File: config.mk
export PLATFORM = sky130hd
export DESIGN_NAME = fu_alu_pipe
export DESIGN_NICKNAME = d
export VERILOG_FILES = /design/src/rtl/fu_alu_pipe.sv
export SDC_FILE = /design/constraint.sdc
export NUM_CORES = 1
export LEC_CHECK = 0
export BUFFER_PORTS_ARGS = -buffer_cell sky130_fd_sc_hd__buf_4
export CAP_MARGIN = 20
export CELL_PAD_IN_SITES_DETAIL_PLACEMENT = 0
export CELL_PAD_IN_SITES_GLOBAL_PLACEMENT = 1
export CORE_AREA = 5 5 199 201
export CTS_CLUSTER_DIAMETER = 150
export CTS_CLUSTER_SIZE = 25
export DETAILED_ROUTE_END_ITERATION = 12
export DIE_AREA = 0 0 204 206
export HOLD_SLACK_MARGIN = 0.1
export PLACE_DENSITY_LB_ADDON = 0.1
export SYNTH_ARGS = -nofsm -noshare
export SYNTH_HDL_FRONTEND = slang
export SYNTH_SLANG_ARGS = --single-unit
File: constraint.sdc
create_clock -name clk -period 5.1 [get_ports clk]
set_clock_uncertainty 0.2 [all_clocks]
set_input_delay 0.51 -clock clk [delete_from_list [all_inputs] [get_ports clk]]
set_output_delay 0.51 -clock clk [all_outputs]
set_load 0.01 [all_outputs]
File: src/rtl/fu_alu_pipe.sv
// Pipelined RV32I/RV64I integer ALU functional unit. It has valid/ready backpressure
// toward the CDB and flushes entries younger than a mispredicted branch by ROB age.
module fu_alu_pipe #(
    parameter int unsigned XLEN   = 32,
    parameter int unsigned ROB_W  = 5,
    parameter int unsigned PREG_W = 7,
    parameter int unsigned STAGES = 2
) (
    input  logic              clk,
    input  logic              reset,
    input  logic [ROB_W-1:0]  curr_rob_tag,
    input  logic              mispredict,
    input  logic [ROB_W-1:0]  mispredict_tag,
    input  logic              issue_valid,
    output logic              issue_ready,
    input  logic [6:0]        opcode,
    input  logic [2:0]        func3,
    input  logic [6:0]        func7,
    input  logic [XLEN-1:0]   imm,
    input  logic [XLEN-1:0]   pc,
    input  logic [XLEN-1:0]   ps1_data,
    input  logic [XLEN-1:0]   ps2_data,
    input  logic [PREG_W-1:0] pd,
    input  logic [ROB_W-1:0]  rob_index,
    output logic              out_valid,
    input  logic              out_ready,
    output logic [XLEN-1:0]   out_data,
    output logic [PREG_W-1:0] out_pd,
    output logic [ROB_W-1:0]  out_rob,
    output logic              out_illegal,
    output logic [2:0]        occupancy
);
    localparam int unsigned SHW        = $clog2(XLEN);
    localparam logic [6:0]  OPC_OP_IMM = 7'h13;
    localparam logic [6:0]  OPC_OP     = 7'h33;
    localparam logic [6:0]  OPC_LUI    = 7'h37;
    localparam logic [6:0]  OPC_AUIPC  = 7'h17;

    typedef struct packed {
        logic [XLEN-1:0]   data;
        logic [PREG_W-1:0] pd;
        logic [ROB_W-1:0]  rob;
        logic              illegal;
    } entry_t;

    entry_t            st [STAGES];
    logic [STAGES-1:0] st_valid;
    logic [STAGES-1:0] st_kill;
    logic [STAGES-1:0] valid_next;
    logic [2:0]        occ_next;
    logic              issue_kill;
    logic              accept;
    logic              advance;
    entry_t            issue_entry;
    logic [XLEN-1:0]   opb;
    logic [XLEN-1:0]   res;
    logic [SHW-1:0]    shamt;
    logic [6:0]        f7;
    logic              illegal;
    logic              is_op;
    logic              base_ok;

    // Modular ROB age compare; equal age is not younger.
    function automatic logic is_younger(input logic [ROB_W-1:0] r, input logic [ROB_W-1:0] head,
                                        input logic [ROB_W-1:0] br);
        return ROB_W'(r - head) > ROB_W'(br - head);
    endfunction

    // Stage-0 decode and execute. On RV64, OP-IMM func7[0] is shamt bit 5.
    always_comb begin
        is_op   = (opcode == OPC_OP);
        opb     = is_op ? ps2_data : imm;
        shamt   = opb[SHW-1:0];
        f7      = (!is_op && XLEN == 64) ? {func7[6:1], 1'b0} : func7;
        base_ok = !is_op || (func7 == 7'h00);
        res     = '0;
        illegal = 1'b0;
        case (opcode)
            OPC_LUI:   res = imm;
            OPC_AUIPC: res = pc + imm;
            OPC_OP, OPC_OP_IMM: begin
                case (func3)
                    3'd0: begin
                        if (is_op && func7 == 7'h20) res = ps1_data - opb;
                        else if (base_ok)           res = ps1_data + opb;
                        else                        illegal = 1'b1;
                    end
                    3'd1: if (f7 == 7'h00) res = ps1_data << shamt; else illegal = 1'b1;
                    3'd2: if (base_ok) res = XLEN'($signed(ps1_data) < $signed(opb)); else illegal = 1'b1;
                    3'd3: if (base_ok) res = XLEN'(ps1_data < opb); else illegal = 1'b1;
                    3'd4: if (base_ok) res = ps1_data ^ opb; else illegal = 1'b1;
                    3'd5: begin
                        if (f7 == 7'h00)      res = ps1_data >> shamt;
                        else if (f7 == 7'h20) res = $signed(ps1_data) >>> shamt;
                        else                  illegal = 1'b1;
                    end
                    3'd6: if (base_ok) res = ps1_data | opb; else illegal = 1'b1;
                    default: if (base_ok) res = ps1_data & opb; else illegal = 1'b1;
                endcase
            end
            default: illegal = 1'b1;
        endcase
    end

    always_comb begin
        for (int i = 0; i < STAGES; i++) begin
            st_kill[i] = mispredict && is_younger(st[i].rob, curr_rob_tag, mispredict_tag);
        end
    end

    assign issue_kill  = mispredict && is_younger(rob_index, curr_rob_tag, mispredict_tag);
    assign out_valid   = st_valid[STAGES-1] && !st_kill[STAGES-1];
    assign advance     = !out_valid || out_ready;
    assign issue_ready = advance;
    assign accept      = issue_valid && advance && !issue_kill;
    assign issue_entry = '{data: res, pd: pd, rob: rob_index, illegal: illegal};

    // Post-flush valids: shift on advance, otherwise hold in place.
    always_comb begin
        valid_next = st_valid & ~st_kill;
        if (advance) begin
            valid_next[0] = accept;
            for (int i = 1; i < STAGES; i++) begin
                valid_next[i] = st_valid[i-1] && !st_kill[i-1];
            end
        end
        occ_next = '0;
        for (int i = 0; i < STAGES; i++) begin
            occ_next = occ_next + 3'(valid_next[i]);
        end
    end

    always_ff @(posedge clk or negedge reset) begin
        if (!reset) begin
            st_valid  <= '0;
            occupancy <= '0;
            for (int i = 0; i < STAGES; i++) begin
                st[i] <= '0;
            end
        end else begin
            st_valid  <= valid_next;
            occupancy <= occ_next;
            if (advance) begin
                st[0] <= issue_entry;
                for (int i = 1; i < STAGES; i++) begin
                    st[i] <= st[i-1];
                end
            end
        end
    end

    assign out_data    = st[STAGES-1].data;
    assign out_pd      = st[STAGES-1].pd;
    assign out_rob     = st[STAGES-1].rob;
    assign out_illegal = st[STAGES-1].illegal;

endmodule

* Yosys cells after proc, flatten, opt, wreduce, memory -nomap -nowiden
Index checks and enable logic that the tools add are counted.
** Storage, ports and cells
- Bits in registers :: 94
- Latch bits :: 0
- RAM bits :: 0
- ROM bits :: 0
- Input bits :: 172
- Memories kept :: 0
** Cells by class
- Add/sub/neg operators :: 8
- Multiply operators :: 0
- Divide/modulo/power cells :: 0
- $lt $le $gt $ge :: 5
- Equal/unequal tests :: 11
- Shifts and indexed selects :: 3
- Multiplexer cells :: 21
- Bitwise logic cells :: 5
- Reductions and logical operators :: 19
** Operators by type and width (count)
- $mux W32 :: 9
- $pmux W32 S7 :: 1
- $pmux W32 S3 :: 1
- $add A32 B32 Y32 :: 2
- $lt A32 B32 Y1 :: 2
- $and A32 B32 Y32 :: 1
- $or A32 B32 Y32 :: 1
- $shl A32 B5 Y32 :: 1
- $shr A32 B5 Y32 :: 1
- $sshr A32 B5 Y32 :: 1
- $sub A32 B32 Y32 :: 1
- $xor A32 B32 Y32 :: 1
- $eq A7 B6 Y1 const B :: 3
- $sub A5 B5 Y5 :: 4
- $gt A5 B5 Y1 :: 3
- $eq A7 B5 Y1 const B :: 2
- $eq A3 B3 Y1 const B :: 3
- $logic_and A1 B1 Y1 :: 8
- $logic_not A7 Y1 :: 1
- $mux W1 :: 7
- $eq A3 B2 Y1 const B :: 2
- $logic_not A1 Y1 :: 5
- $reduce_or A2 Y1 :: 2
- $eq A3 B1 Y1 const B :: 1
- other kinds (8) :: 9

* Depth between registers and ports, before layout
Gate-level depths: netlist (run 1).
- Word-level depth :: 11
- Depth in mapped cells :: 23
- Gate-level depth less buffers :: 17

* Least setup slack after synthesis (run 1)
OpenSTA, ideal clock, no wires.
- Path kind :: in2reg
- Start point :: input opcode[5]
- End point :: register st[89] in the netlist's numbering
- Setup time :: 0.126 ns
- Arrival time :: 4.651 ns
- Setup slack :: 0.123 ns
- Stages :: 23
- Path through :: buf_2 > and4bb_4 > buf_4 > nand2_1 > clkbuf_1 > buf_1 > buf_1 > nand2_1 > nand2_1 > inv_1 > ha_1 > clkbuf_1 > a21oi_1 > nand2b_1 > o21ai_0 > o41ai_1 > a221o_1 > a311oi_1 > o311ai_1 > xor2_1 > nand2_1 > a31oi_1 > a221o_1
** Between the ends
- Word-level cells in the longest chain between the ends :: 7
- Elaborated cells between the ends (all ways) :: 27
- Those cells by class :: add/sub (2); eq/ne (4); shift (3); mux (11); bitwise (3); reduce/logical (4)
** Ends and longest elaborated chain
- start, declared :: RTL line 16 : input logic [6:0] opcode,
- $eq A7 B6 Y1 :: RTL line 71, 78
- $mux W32 or $logic_not A1 Y1 (tied branches) :: RTL line 72, 75
- $add A32 B32 Y32, or another cell as far along :: RTL line 85 : else if (base_ok) res = ps1_data + opb;
- $mux W32 (on tied branches) :: RTL line 85, 94
- $mux W32 (on tied branches) :: RTL line 84, 93
- $pmux W32 S7 :: RTL line 82 : case (func3)
- $pmux W32 S3 (*) :: RTL line 78 : case (opcode)
- end signal, assigned by index :: RTL line 146 : st[i] <= st[i-1];
- end, declared :: RTL line 46 : entry_t st [STAGES];
Mark *: on every way between the ends. The rest lies on a longest branch, timed or not.
A chain may end at the register's enable or synchronous reset.

* Worst setup path after layout (run 1)
- Start point :: input opcode[3]
- End point :: register st[83] in the netlist's numbering
Same word-level chain as after synthesis.

==> results.yml, run 1 <==
run_status:
  status: "finished, final reports clean"
floorplan:
  die_area_um2: 42000
  core_um2: 37400
  fp-row-count: 71
  die_width_um: 204
  ioPinCount: 222
  start_util_pct: 43.4
  die_y_um: 206
global_route:
  grt_pass1_wl_mm: 120
  grt_usage_pct: 37.4
  grt_pass1_vias: 18300
  grt.overflow.total: 0
  grt_max_degree: 69
  antenna_found_initial: 4
critical_path:
  cp-startpoint: "opcode[3]"
  cp.buffers_inverters: 6
  cp-end-kind: "register"
  timing.rr.end: "st[78]$_DFFE_PN0N_"
  worst_path_most_repeated_cell: "buf_4"
  critPathSlowestCell: "o41ai_1"
  critPathMaxFanout: 26
  crit_family: "compound AO/OA/AOI/OAI gates"
  critPathKind: "primary input to register"
  crit_chain: "buf_4 -> nand3b_1 -> nor2_4 -> buf_12 -> nand2_1 -> nand2_1 -> inv_1 -> ha_1 -> inv_1 -> o31ai_1 -> o21ai_0 -> buf_4 -> o41ai_1 -> buf_4 -> a221o_1 -> a31oi_1 -> xnor2_1 -> nor2_1 -> o41ai_1 -> o311a_1 -> o21ai_0"
  worst_ep_required_time_ps: 5140
  crit_path_start_kind: "primary input"
  crit_cells: 21
  worstRegToRegCells: 15
  cp.arrival_ps: 4860
  cpPeakStageDelay_ps: 540
  r2r-start: "out_rob[0]$_DFFE_PN0N_"
  r2r_slack_ps: 750
logic_synthesis:
  synthArstFlopShare_pct: 100
  synth_edf_count: 0
  yosys_most_used_dff: "dfrtp_1"
  synth.cell_area_um2: 16200
  avgSynthCellArea_um2: 7.01
  seq_area_frac_synth_pct: 14.5
  yosysWarnings: 0
  syn_nets: 2647
  yosysUniqueCellTypes: 88
  ys_ff_latch: 94
  synth_cells: 2317
sta:
  worstMarginPinSlew_ps: 1190
  finalHoldViolCount: 0
  report.final.setup_viol: 0
  setup_ws_ps: 278
  fin_crit_ps: 4820
  fmax_mhz: 207
  period_share_pct: 94.5
  max_slew_margin_pct: 20.2
  finalMaxSlewViolations: 0
  hold_ws_ps: 185
  grt_setup_unrepaired: "false"
  fin_tns_setup_ps: 0
pwr:
  p_leak_nw: 8.52
  power-per-cell-area_nw_per_um2: 220
  ir_drop_mv: 0.207
clock_network:
  postCtsSetupRepairBufs: 0
  cts_tree: "yes"
  hold_buffers: 1
  cts_buffers: 9
  path_clk_slew_ps: 70
  clock_sinks: 94
  ctsResizeCount: 0
  root_buffer: "clkbuf_16"
  clk_latency_ps: 370
  htreeDepth: 3
  cts_max_path_buffers: 2
detailed_routing:
  first_iter_violations: 2428
  via_count: 19500
  first_pass_iters: 6
  drc: 0
  post_drt_wl_per_cell_um: 27.6
  ant_nets: 0
  wl_mm: 82.2
  routed_via_density: 6.54
placement:
  place_congestion: 1.10
  numPortBuffers: 220
  hpwl_mm: 66.5
  pre_cts_ws_ps: 30.0
finish:
  syn_to_final_growth_pct: 15.6
  num-fill-cells: 3751
  layout-drive-gt1-share_pct: 17.8
  nNetsFinal: 2793
min_path:
  min_path_cells: 2
  hp-start: "pd[4]"
  hold_path.class: "primary input to register"
  holdPathEnd: "st[55]$_DFFE_PN0N_"
flow_run:
  maxCapViolCount: 0
==> sequential cells by signal (all words and copies together) (netlist names) <==
signal       count
st              45
out_data        32
out_pd           7
out_rob          5
occupancy        2
st_valid         2
out_illegal      1
==> worst reg2reg max path: stages (launching register included) <==
cell and delay (ps):
dfrtp_1 390, inv_1 60, ha_1 140, inv_1 60, fa_1 410, a21o_1 180
a21oi_1 170, xnor2_1 160, ha_1 280, nand3_1 80, o21ai_0 130, o211a_4 400
or2_2 600, a2111oi_0 750, mux2i_1 190, nand2_1 100
==> worst max-delay path by stage <==
stage | endpoint | slack, ps
after floorplan | st[89]$_DFFE_PN0N_ | 120
after global placement | st[83]$_DFFE_PN0N_ | 120
after detailed placement | st[83]$_DFFE_PN0N_ | 30
after CTS | st[83]$_DFFE_PN0N_ | 390
after global routing | st[83]$_DFFE_PN0N_ | 70
final | st[83]$_DFFE_PN0N_ | 280
==> synthesized netlist by cell type (all sizes together), types with 47 or more instances <==
| cell type | number | area [µm²] |
|---|---|---|
| mux2 | 63 | 709 |
| clkbuf | 99 | 373 |
| ha | 152 | 1900 |
| o21ai | 232 | 1170 |
| inv | 120 | 450 |
| buf | 99 | 591 |
| nand2 | 262 | 983 |
| dfrtp | 94 | 2350 |
| nor2 | 174 | 656 |
| nand3 | 109 | 551 |
| mux2i | 47 | 470 |
| xnor2 | 56 | 490 |
| a21oi | 226 | 1130 |
| a211oi | 47 | 353 |
==> power by group <==
part           internal, W  leakage (nW)  switching, W
clock             0.000393         0.141      0.000338
sequential        0.000850          1.24     0.0000665
combinational     0.000984          7.14       0.00150
total              0.00223          8.52       0.00190
==> per-layer routing <==
| metal | track usage [%] | routed length [µm] | vias to the layer above | part of all wire (%) |
|---|---|---|---|---|
| li1 | - | - | 8750 | - |
| met5 | 0 | 0 | - | 0 |
| met1 | 50.7 | 33900 | 9218 | 41 |
| met3 | 8.83 | 9220 | 227 | 11 |
| met4 | 18.6 | 4960 | 0 | 6.0 |
| met2 | 55.9 | 34200 | 1281 | 42 |
==> logic make-up (layout without fill, tap and decap cells) <==
kind of cell,after synthesis,in the layout,synth area share [%]
other,1,3,0.0231
DFF,94,94,14.5
muxes,110,110,7.26
adders and majority gates,158,158,12.4
and+or+nand+nor,705,705,19.7
buffers and inverters,321,471,8.77
AOI/OAI and AO/OA,851,851,33.2
xor gates and xnor gates,77,77,4.15
==> layout make-up <==
cell class,instances,area (µm²),share of cell area (%)
diodes,2,5.00,0.0266
clock inverters,5,58.8,0.313
flip-flops and latches,94,2350,12.5
clock buffers,10,239,1.27
multi-input cells,1902,12500,66.5
inverters,123,462,2.46
repair buffers,333,2540,13.5
well taps,511,639,3.40
==> layout by cell type, fill, tap and decap left out, types with 6 or more instances in the layout <==
cell	n
nand2b_1	18
nor3_1	41
nand2_1	262
a221oi_1	17
o211ai_1	44
a211oi_1	47
o21ai_1	12
o31ai_1	28
clkbuf_16	9
mux2_2	63
nor4_1	15
and3_1	9
dfrtp_1	94
xnor2_1	56
a21boi_0	7
xor2_1	21
fa_1	6
and2_1	9
inv_1	118
o221ai_1	10
nand3b_1	8
nand3_1	107
a221o_1	6
o21ai_0	217
buf_4	328
a21o_1	34
a22oi_1	22
nor2b_1	7
a31oi_1	40
mux2i_1	47
a21oi_1	225
nand4_1	16
o21bai_1	25
o21a_1	16
a311oi_1	9
a211o_1	7
ha_1	152
nor2_1	172
or3_1	16
o22ai_1	15
==> per-stage QoR <==
stage | power (W) | utilization [%] | instance area, µm² | std cells
6_report | 0.00413 | 50.2 | 18800 | 2980
3_5_place_dp | 0.00334 | 49.4 | 18500 | 2961
3_3_place_gp | 0.00331 | 49.4 | 18500 | 2960
2_1_floorplan | 0.00249 | - | 16200 | 2317
4_1_cts | 0.00408 | 50.2 | 18800 | 2977
5_1_grt | 0.00436 | 50.2 | 18800 | 2978
(Power assumes the default switching activity.)
==> run 2, diff against run 1 <==
Settings changed: ABC_AREA set to 1, CORE_AREA 5 5 199 201 to 5 5 212 214, DIE_AREA 0 0 204 206 to 0 0 217 219.
==> results.yml, run 2 <==
detailed_routing:
  ant_nets: 0
  first_iter_violations: 2706
  routed_via_density: 5.85
  wl_mm: 91.3
  via_count: 22000
  post_drt_wl_per_cell_um: 24.3
  first_pass_iters: 8
  drc: 0
finish:
  syn_to_final_growth_pct: 14.0
  antenna_cells: 0
  nNetsFinal: 3539
  mostFrequentLayoutCells: "nand2_1, inv_1, nand3_1, buf_4, a21oi_1"
  design_area_um2: 19700
  largest_register_ffs: 45
  layout-drive-gt1-share_pct: 12.1
  largest_register: "st"
  final_common_cell: "nand2_1"
clock_network:
  clk_latency_ps: 370
  cts_max_path_buffers: 2
  cts_tree: "yes"
  path_clk_slew_ps: 70
  cts_buffers: 9
  clock_sinks: 94
  htreeDepth: 3
  root_buffer: "clkbuf_16"
critical_path:
  cp-end-kind: "register"
  cp-startpoint: "opcode[2]"
  crit_path_start_kind: "primary input"
  r2r-start: "out_rob[0]$_DFFE_PN0N_"
  critPathKind: "primary input to register"
  critPathMaxFanout: 13
  worst_ep_required_time_ps: 5150
  r2r_slack_ps: 1440
  cp.arrival_ps: 5080
logic_synthesis:
  syn_nets: 3394
  yosys_most_used_dff: "dfrtp_1"
  ys_top_cells_by_count: "nand2_1, inv_1, nand3_1"
  avgSynthCellArea_um2: 5.63
  synthArstFlopShare_pct: 100
  ys_ff_latch: 94
  synth_xor_area_share_pct: 2.33
  synthSimpleGateAreaFrac_pct: 39.2
  synth_top_area_cell: "nand2_1"
  yosysUniqueCellTypes: 61
  synth_edf_count: 0
  synth_area_leaders: "nand2_1, dfrtp_1, ha_1, nand3_1, inv_1"
  yosysWarnings: 0
  synth.cell_area_um2: 17300
  synth_fa_ha_area_share_pct: 11.7
  seq_area_frac_synth_pct: 13.6
  synth_top_family_by_area: "simple AND/OR/NAND/NOR gates"
  synth_compound_area_share_pct: 19.3
  synth.most_common_cell: "nand2_1"
  muxShareOfSynthArea_pct: 0.116
  synth_cells: 3064
  netlist.area_leader.share_pct: 22.4
floorplan:
  core_um2: 42700
  fp-row-count: 76
  die_width_um: 217
  ioPinCount: 222
  start_util_pct: 40.4
  die_area_um2: 47500
  die_y_um: 219
pwr:
  p_int_w: 0.00210
  share_comb_of_total_power_pct: 61.0
  clockPowerShare_pct: 16.2
  totalPowerFinal_w: 0.00420
  seqPwrFrac_pct: 22.8
  power-per-cell-area_nw_per_um2: 214
  p_leak_nw: 10.7
  power.switching_w: 0.00211
  p_sw_share_pct: 50.1
  ir_drop_mv: 0.193
global_route:
  grt_usage_pct: 36.9
  grt.overflow.total: 0
  antenna_found_initial: 1
  grt_pass1_vias: 20900
  grt_max_degree: 93
  grt_pass1_wl_mm: 132
placement:
  placed_cell_area_um2: 19400
  numPortBuffers: 220
  pre_cts_ws_ps: -200
  place_congestion: 1.04
  hpwl_mm: 75.4
sta:
  fmax_mhz: 199
  fin_crit_ps: 5030
  finalHoldViolCount: 0
  report.final.setup_viol: 0
  worstMarginPinSlew_ps: 1060
  finalMaxSlewViolations: 0
  hold_ws_ps: 133
  grt_setup_unrepaired: "false"
  setup_ws_ps: 73.2
  fin_tns_setup_ps: 0
  max_slew_margin_pct: 29.2
  period_share_pct: 98.6
min_path:
  hold_path.class: "primary input to register"
  hp-start: "pd[6]"
run_status:
  status: "finished, final reports clean"
flow_run:
  maxCapViolCount: 0
run 2: layer usage:
layer,wire length [µm],track usage (%),up-vias
li1,-,-,10200
met1,37400,48.7,10300
met2,40000,58.0,1205
met3,7910,5.96,210
met4,5940,19.7,2
met5,11,0,-
run 2: timing repair:
action | 4_1_cts | 5_1_grt
hold endpoints to repair | 44 | 0
buffers inserted | 0 | 0
setup endpoints to repair | 0 | 4
hold buffers | 1 | 0
gates resized for setup | 0 | 1
run 2: cell type report:
type	count	area, µm²
flip-flops and latches	94	2350
clock buffers	10	239
multi-input cells	2415	12600
well taps	546	683
repair buffers	310	2370
clock inverters	6	52.6
fillers	4730	23000
inverters	379	1420
run 2: power by group through the flow:
| stage | Sequential (W) | Combinational [W] | Clock, W |
|---|---|---|---|
| after global placement | 0.000967 | 0.00248 | 0 |
| after detailed placement | 0.000973 | 0.00250 | 0 |
| final | 0.000958 | 0.00257 | 0.000680 |
| after CTS | 0.000960 | 0.00252 | 0.000690 |
| after floorplan | 0.000948 | 0.00162 | 0 |
| after global routing | 0.000975 | 0.00281 | 0.000723 |
run 2: critical path, stage by stage:
cell	delay (ps)
buf_4	110
inv_2	60
nand2_2	70
nor2_4	210
nand2_4	160
buf_4	230
buf_4	230
o21ai_0	820
inv_1	150
ha_1	460
inv_1	160
a21oi_1	290
inv_1	100
a21boi_0	330
nor2_1	100
nor2_1	90
nand2_1	200
xor2_1	180
nand2_1	80
nand2_1	90
nand3_1	60
nand2_1	190
nand2_1	70
nand2_1	60
nand2_1	40
run 2: per-stage QoR:
stage / instances / utilization [%]
detailed placement: 3743 / 45.4
finish: 3760 / 46.1
global placement: 3743 / 45.4
floorplan: 3064 / -
global route: 3760 / 46.1
CTS: 3760 / 46.1
run 2: final timing paths:
check                      cells past startpoint                       to
setup / recovery                              25       st[72]$_DFFE_PN0N_
max in group asynchronous                      3       st[78]$_DFFE_PN0N_
min in group asynchronous                      2    out_pd[6]$_DFFE_PN0N_
hold / removal                                 3       st[57]$_DFFE_PN0N_
setup reg to reg                              17       st[45]$_DFFE_PN0N_
hold reg to reg                                2  out_illegal$_DFFE_PN0N_
run 2: logic make-up after synthesis:
| group | after synthesis |
|---|---|
| buffers and inverters | 555 |
| AND/OR/NAND/NOR | 1625 |
| XOR/XNOR | 46 |
| multiplexers | 2 |
| AO/OA/AOI/OAI | 583 |
| other | 1 |
| flip-flops | 94 |
| adder cells (fa/ha/maj) | 158 |
